### config.mk
export PLATFORM = sky130hd
export DESIGN_NAME = rr_mux_n
export DESIGN_NICKNAME = d
export VERILOG_FILES = /design/src/rtl/rr_mux_pkg.sv /design/src/rtl/rr_arbiter_n.sv /design/src/rtl/rr_mux_n.sv
export SDC_FILE = /design/constraint.sdc
export NUM_CORES = 1
export LEC_CHECK = 0
export ABC_CLOCK_PERIOD_IN_PS = 4450
export CORE_MARGIN = 8
export CORE_UTILIZATION = 30
export DETAILED_ROUTE_END_ITERATION = 7
export GPL_TIMING_DRIVEN = 1
export PLACE_DENSITY = 0.76
export SKIP_CTS_REPAIR_TIMING = 1
export SYNTH_ARGS = -nofsm -noshare
export SYNTH_HDL_FRONTEND = slang
export SYNTH_SLANG_ARGS = --single-unit
### constraint.sdc
create_clock -name clk -period 4.45 [get_ports clk]
set_input_delay 0.445 -clock clk [delete_from_list [all_inputs] [get_ports clk]]
set_output_delay 0.445 -clock clk [all_outputs]
set_load 0.005 [all_outputs]
### src/rtl/rr_mux_pkg.sv
// rr_mux_pkg: shared definitions for the round-robin channel multiplexer.
//   MODE_*     : encodings of the 2-bit mode input (2'd3 behaves as MODE_RR)
//   calc_selw  : width of a channel index for an N-channel mux, never below 1
package rr_mux_pkg;

  localparam logic [1:0] MODE_RR    = 2'd0;
  localparam logic [1:0] MODE_FIXED = 2'd1;
  localparam logic [1:0] MODE_FORCE = 2'd2;

  // A single-channel mux still needs a 1-bit index port.
  function automatic int calc_selw(input int n);
    return (n > 1) ? $clog2(n) : 1;
  endfunction

endpackage

### src/rtl/rr_arbiter_n.sv
// rr_arbiter_n: combinational grant selection plus the round-robin pointer.
//   clk, reset : rising-edge clock, synchronous active-high reset (ptr -> 0)
//   req        : per-channel request (in_valid of the mux)
//   mode       : MODE_RR / MODE_FIXED / MODE_FORCE; 2'd3 behaves as MODE_RR
//   force_sel  : channel granted in forced mode (no grant if >= N)
//   advance    : a transfer happens this cycle; moves ptr in round-robin mode
//   grant      : one-hot (or zero) grant
//   grant_idx  : encoded index of the granted channel (0 when no grant)
module rr_arbiter_n
  import rr_mux_pkg::*;
#(
  parameter int N     = 4,
  parameter int DELAY = 0,
  localparam int SELW = calc_selw(N)
) (
  input  logic            clk,
  input  logic            reset,
  input  logic [N-1:0]    req,
  input  logic [1:0]      mode,
  input  logic [SELW-1:0] force_sel,
  input  logic            advance,
  output logic [N-1:0]    grant,
  output logic [SELW-1:0] grant_idx
);

  // DELAY only matters to gate-level simulation models; the RTL carries none.
  if (N < 1 || DELAY < 0) begin : g_param_check
    $error("rr_arbiter_n: N must be >= 1 and DELAY must be >= 0");
  end

  logic [SELW-1:0] r_ptr;
  logic [SELW-1:0] w_base;
  logic            w_rr_mode;
  logic            w_found;

  assign w_rr_mode = (mode != MODE_FIXED) && (mode != MODE_FORCE);
  // Fixed priority is round-robin with the scan always starting at channel 0.
  assign w_base    = w_rr_mode ? r_ptr : '0;

  // NOTE: every always_comb output gets a default first, so no path leaves a
  // value unassigned and no latch is inferred.
  always_comb begin
    grant   = '0;
    w_found = 1'b0;
    if (mode == MODE_FORCE) begin
      // With one channel the select input is ignored: grant follows req.
      for (int i = 0; i < N; i++) begin
        if (N == 1 || int'(force_sel) == i) grant[i] = req[i];
      end
    end else begin
      // Two-pass scan: channels base..N-1 first, then the wrap 0..base-1.
      // NOTE: w_found is a blocking in-process flag; it must update
      // immediately so later loop iterations see the earlier winner.
      for (int i = 0; i < N; i++) begin
        if (!w_found && req[i] && i >= int'(w_base)) begin
          grant[i] = 1'b1;
          w_found  = 1'b1;
        end
      end
      for (int i = 0; i < N; i++) begin
        if (!w_found && req[i] && i < int'(w_base)) begin
          grant[i] = 1'b1;
          w_found  = 1'b1;
        end
      end
    end
  end

  always_comb begin
    grant_idx = '0;
    for (int i = 0; i < N; i++) begin
      if (grant[i]) grant_idx = SELW'(i);
    end
  end

  // The channel after the winner becomes the first one scanned next time.
  // NOTE: state registers use non-blocking assignment so every flop samples
  // pre-edge values regardless of process ordering.
  always_ff @(posedge clk) begin
    if (reset) begin
      r_ptr <= '0;
    end else if (advance && w_rr_mode) begin
      r_ptr <= (int'(grant_idx) == N - 1) ? '0 : grant_idx + SELW'(1);
    end
  end

endmodule

### src/rtl/rr_mux_n.sv
// rr_mux_n: N-input, WIDTH-bit registered channel mux with valid/ready on
// every input and on the output.
//   clk, reset : rising-edge clock, synchronous active-high reset
//   in_data    : channel i at bits [i*WIDTH +: WIDTH]
//   in_valid   : channel i has data
//   in_ready   : channel i transfers this cycle when in_valid[i] & in_ready[i]
//   mode       : 0 round-robin, 1 fixed priority, 2 forced, 3 as round-robin
//   force_sel  : channel index used in forced mode
//   out_data   : registered data of the selected channel
//   out_src    : index of the channel that produced out_data
//   out_valid  : output register holds data
//   out_ready  : consumer accepts when out_valid & out_ready
module rr_mux_n
  import rr_mux_pkg::*;
#(
  parameter int WIDTH = 64,
  parameter int N     = 4,
  parameter int DELAY = 0,
  localparam int SELW = calc_selw(N)
) (
  input  logic               clk,
  input  logic               reset,
  input  logic [N*WIDTH-1:0] in_data,
  input  logic [N-1:0]       in_valid,
  output logic [N-1:0]       in_ready,
  input  logic [1:0]         mode,
  input  logic [SELW-1:0]    force_sel,
  output logic [WIDTH-1:0]   out_data,
  output logic [SELW-1:0]    out_src,
  output logic               out_valid,
  input  logic               out_ready
);

  logic [WIDTH-1:0] r_data;
  logic [SELW-1:0]  r_src;
  logic             r_valid;

  logic [N-1:0]     w_grant;
  logic [SELW-1:0]  w_grant_idx;
  logic             w_load;
  logic             w_any;
  logic             w_xfer;
  logic [WIDTH-1:0] w_sel_data;

  // The register can take new data when empty or being drained this cycle.
  assign w_load = ~r_valid | out_ready;
  assign w_any  = |w_grant;
  assign w_xfer = w_load & w_any & ~reset;

  // No channel is acknowledged in a reset cycle.
  assign in_ready = w_grant & {N{w_load & ~reset}};

  rr_arbiter_n #(
    .N     (N),
    .DELAY (DELAY)
  ) u_arbiter (
    .clk       (clk),
    .reset     (reset),
    .req       (in_valid),
    .mode      (mode),
    .force_sel (force_sel),
    .advance   (w_xfer),
    .grant     (w_grant),
    .grant_idx (w_grant_idx)
  );

  // AND-OR select: ungranted lanes are masked to zero, so X on an idle
  // channel cannot reach the output register.
  always_comb begin
    w_sel_data = '0;
    for (int i = 0; i < N; i++) begin
      w_sel_data = w_sel_data | (in_data[i*WIDTH +: WIDTH] & {WIDTH{w_grant[i]}});
    end
  end

  always_ff @(posedge clk) begin
    if (reset) begin
      r_valid <= 1'b0;
      r_data  <= '0;
      r_src   <= '0;
    end else if (w_load) begin
      if (w_any) begin
        r_valid <= 1'b1;
        r_data  <= w_sel_data;
        r_src   <= w_grant_idx;
      end else begin
        // Drained with nothing to replace it: data and source are kept.
        r_valid <= 1'b0;
      end
    end
  end

  assign out_data  = r_data;
  assign out_src   = r_src;
  assign out_valid = r_valid;

endmodule

==> metrics.txt <==
R2R cell count=7; CP endpoint kind=output pin; final instance area=0.00771 mm^2; Seq/Total Area, Yosys=0.346; Place WS=0.803 ns; worst path required time=4.01 ns; layout cells sized above 1=0.0704; synth unique cells=39; Syn Area/Cell=7.96 um^2; Clock Power Share=0.264; DRT iter0 DRCs=510; failing checks=DRC; Sequential Power Share=0.322; CTS root buf=clkbuf_16; Placer Congestion=0.842; worst path arrival time=3.08 ns; initial core utilization=0.304; DRC errors left=7; Pins Over Slew Limit=0; Fmax=284 MHz; commonest non-fill, non-tap cell in the layout=clkdlybuf4s50_1; initial antenna violation count=0; P_leak=2.98 nW; critical path peak fanout=20; actual slew at the worst max-slew pin=0.877 ns; share of flip-flops with an asynchronous set or reset=0; largest net degree at the start of global routing=132; CTS tree=yes; post-synthesis cell area=0.00399 mm^2; Num CTS Buffers=9; simple-gate share of the synthesized area=0.368; RSZ-0062 raised after global routing=no; setup violators final=0; number of placement rows=42; worst vdd ir=148 uV; CP Launch Type=input pin; clk_lat worst skew=0.33 ns; Die X=131 um; vias=5,286; Power Internal=1.70 mW; die height=131 um; DRT antenna net count=0; H-tree depth=3; count of boundary I/O pins=338; launching point of the worst reg2reg path=u_arbiter.r_ptr[1]$_SDFFE_PP0P_; largest area contributor in the netlist=dfxtp_1; Max clock buf depth=2; dpl cell area=0.00745 mm^2; drt pass-1 iters=8; EDFF count, synth=0; Net Switching=733 uW; adder-cell share of the synthesized area=0.00313; DR WL/cell=19.8 um; predominant post-synthesis flop cell=dfxtp_1; Slew HR=0.415; period utilisation layout=0.791; crit path setup slack, layout=0.929 ns; Post-Synth XOR/XNOR Area=0; Power Density=316 mW/mm^2; setup_tns=0 ns; Worst-path clk slew=0.05 ns; commonest cells after routing, fill and taps aside=clkdlybuf4s50_1, nand2_1, nor2_1; HP Class=input pin to flop; critical path type=input pin to output pin; R2R setup slack=1.69 ns; count of final hold-check violations=0; reg2reg end=out_data[40]$_SDFFE_PP0P_; hold slack final=0.468 ns; final core utilization=0.587; remaining global-route overflow=0; multiplexer share of the synthesized area=0; largest family of logic cells by synthesized area=simple AND/OR/NAND/NOR gates; post-synthesis cell count=502; Critical Path End=in_ready[0]; vias in the first global route=5,591; area grow syn2layout=93.1%; I/O Buffers=337; final wirelength=19,500 um; Tmin final=3.52 ns; Yosys reg bits=69; vias per std cell=5.36; post-synthesis net count=770; Post-layout nets=1,074; synth top area cells=dfxtp_1, a222oi_1, and3_1, nand2_1, nor2_1; crit path launch=mode[0]; Syn. warnings=0; Synth Area in Compound Gates=0.213; switch share=0.301; maxcap violations=0; area of the core=0.0131 mm^2; first-pass GRT wire length=30,000 um; gr usage total=0.214; Final Skew=0.00772 ns; ant diodes=0; Comb power frac=0.414; HPWL Detailed=15,300 um; total clock sinks=69; status=finished with violations; Synth top area share=0.346; die area=0.0173 mm^2
[critical path, cell delays in order]
cell,delay (ns)
clkdlybuf4s50_1,0.45
inv_1,0.04
ha_1,0.44
o21ai_0,0.22
o311ai_0,0.61
a21oi_4,0.21
nor2b_1,0.20
clkdlybuf4s50_1,0.45
[area by class of cell]
class,count,area (um^2)
Fill cell,1147,5430
Multi-Input combinational cell,374,2370
Tap cell,176,220
Sequential cell,69,1380
Clock buffer,13,250
Clock inverter,2,10.0
Inverter,5,18.8
Timing Repair Buffer,347,3460
[logic make-up (layout without fill, tap and decap cells)]
kind of cell,after synthesis,count (layout)
flops,69,69
simple gates,286,286
compound gates,87,87
buf+inv,59,367
fa+ha+maj,1,1
[flip-flops by register name, indices dropped and copies added, names as in the netlist]
signal	flops
out_valid	1
out_data	64
u_arbiter.r_ptr	2
out_src	2
[per-layer routing]
metal  global-route usage  up-vias  part of all wire
li1                     -     2508                 -
met4               0.0562        0             0.017
met3               0.0873       21              0.11
met1                0.216     2462              0.36
met5                    0        -                 0
met2                0.397      295              0.51
[per-stage QoR]
step	power (mW)	std cells
finish	2.43	986
floorplan	1.25	502
detailed placement	1.81	971
global placement	1.78	971
global route	2.58	986
CTS	2.46	986
[power by group through the flow]
stage,clock network [mW],logic (mW),registers [mW]
after floorplan,0,0.449,0.799
after global placement,0,0.985,0.790
after detailed placement,0,1.01,0.796
after CTS,0.657,1.02,0.784
after global routing,0.689,1.09,0.797
final,0.643,1.01,0.783
[cells in the mapped netlist, types with 2 or more instances]
cell type	number
nor3_2	24
o21ai_0	3
and3_1	64
buf_6	5
buf_2	14
inv_1	5
nor2_1	72
dfxtp_1	69
nor3_1	40
or3_1	3
nand2b_1	2
a21oi_1	3
nor2b_1	5
clkbuf_1	33
nand2_1	72
a222oi_1	64
o221a_2	2
[how the worst min path moves through the flow]
stage                     slack [ns]                               to               startpoint  cells past startpoint
after floorplan                 0.47          out_src[1]$_SDFFE_PP0P_  out_src[1]$_SDFFE_PP0P_                      2
after global placement          0.47          out_src[1]$_SDFFE_PP0P_  out_src[1]$_SDFFE_PP0P_                      2
after detailed placement        0.47          out_src[1]$_SDFFE_PP0P_  out_src[1]$_SDFFE_PP0P_                      2
after CTS                       0.45  u_arbiter.r_ptr[0]$_SDFFE_PP0P_                    reset                      3
after global routing            0.48  u_arbiter.r_ptr[0]$_SDFFE_PP0P_                    reset                      3
final                           0.47  u_arbiter.r_ptr[0]$_SDFFE_PP0P_                    reset                      3
Power figures use the tool's default switching activity.
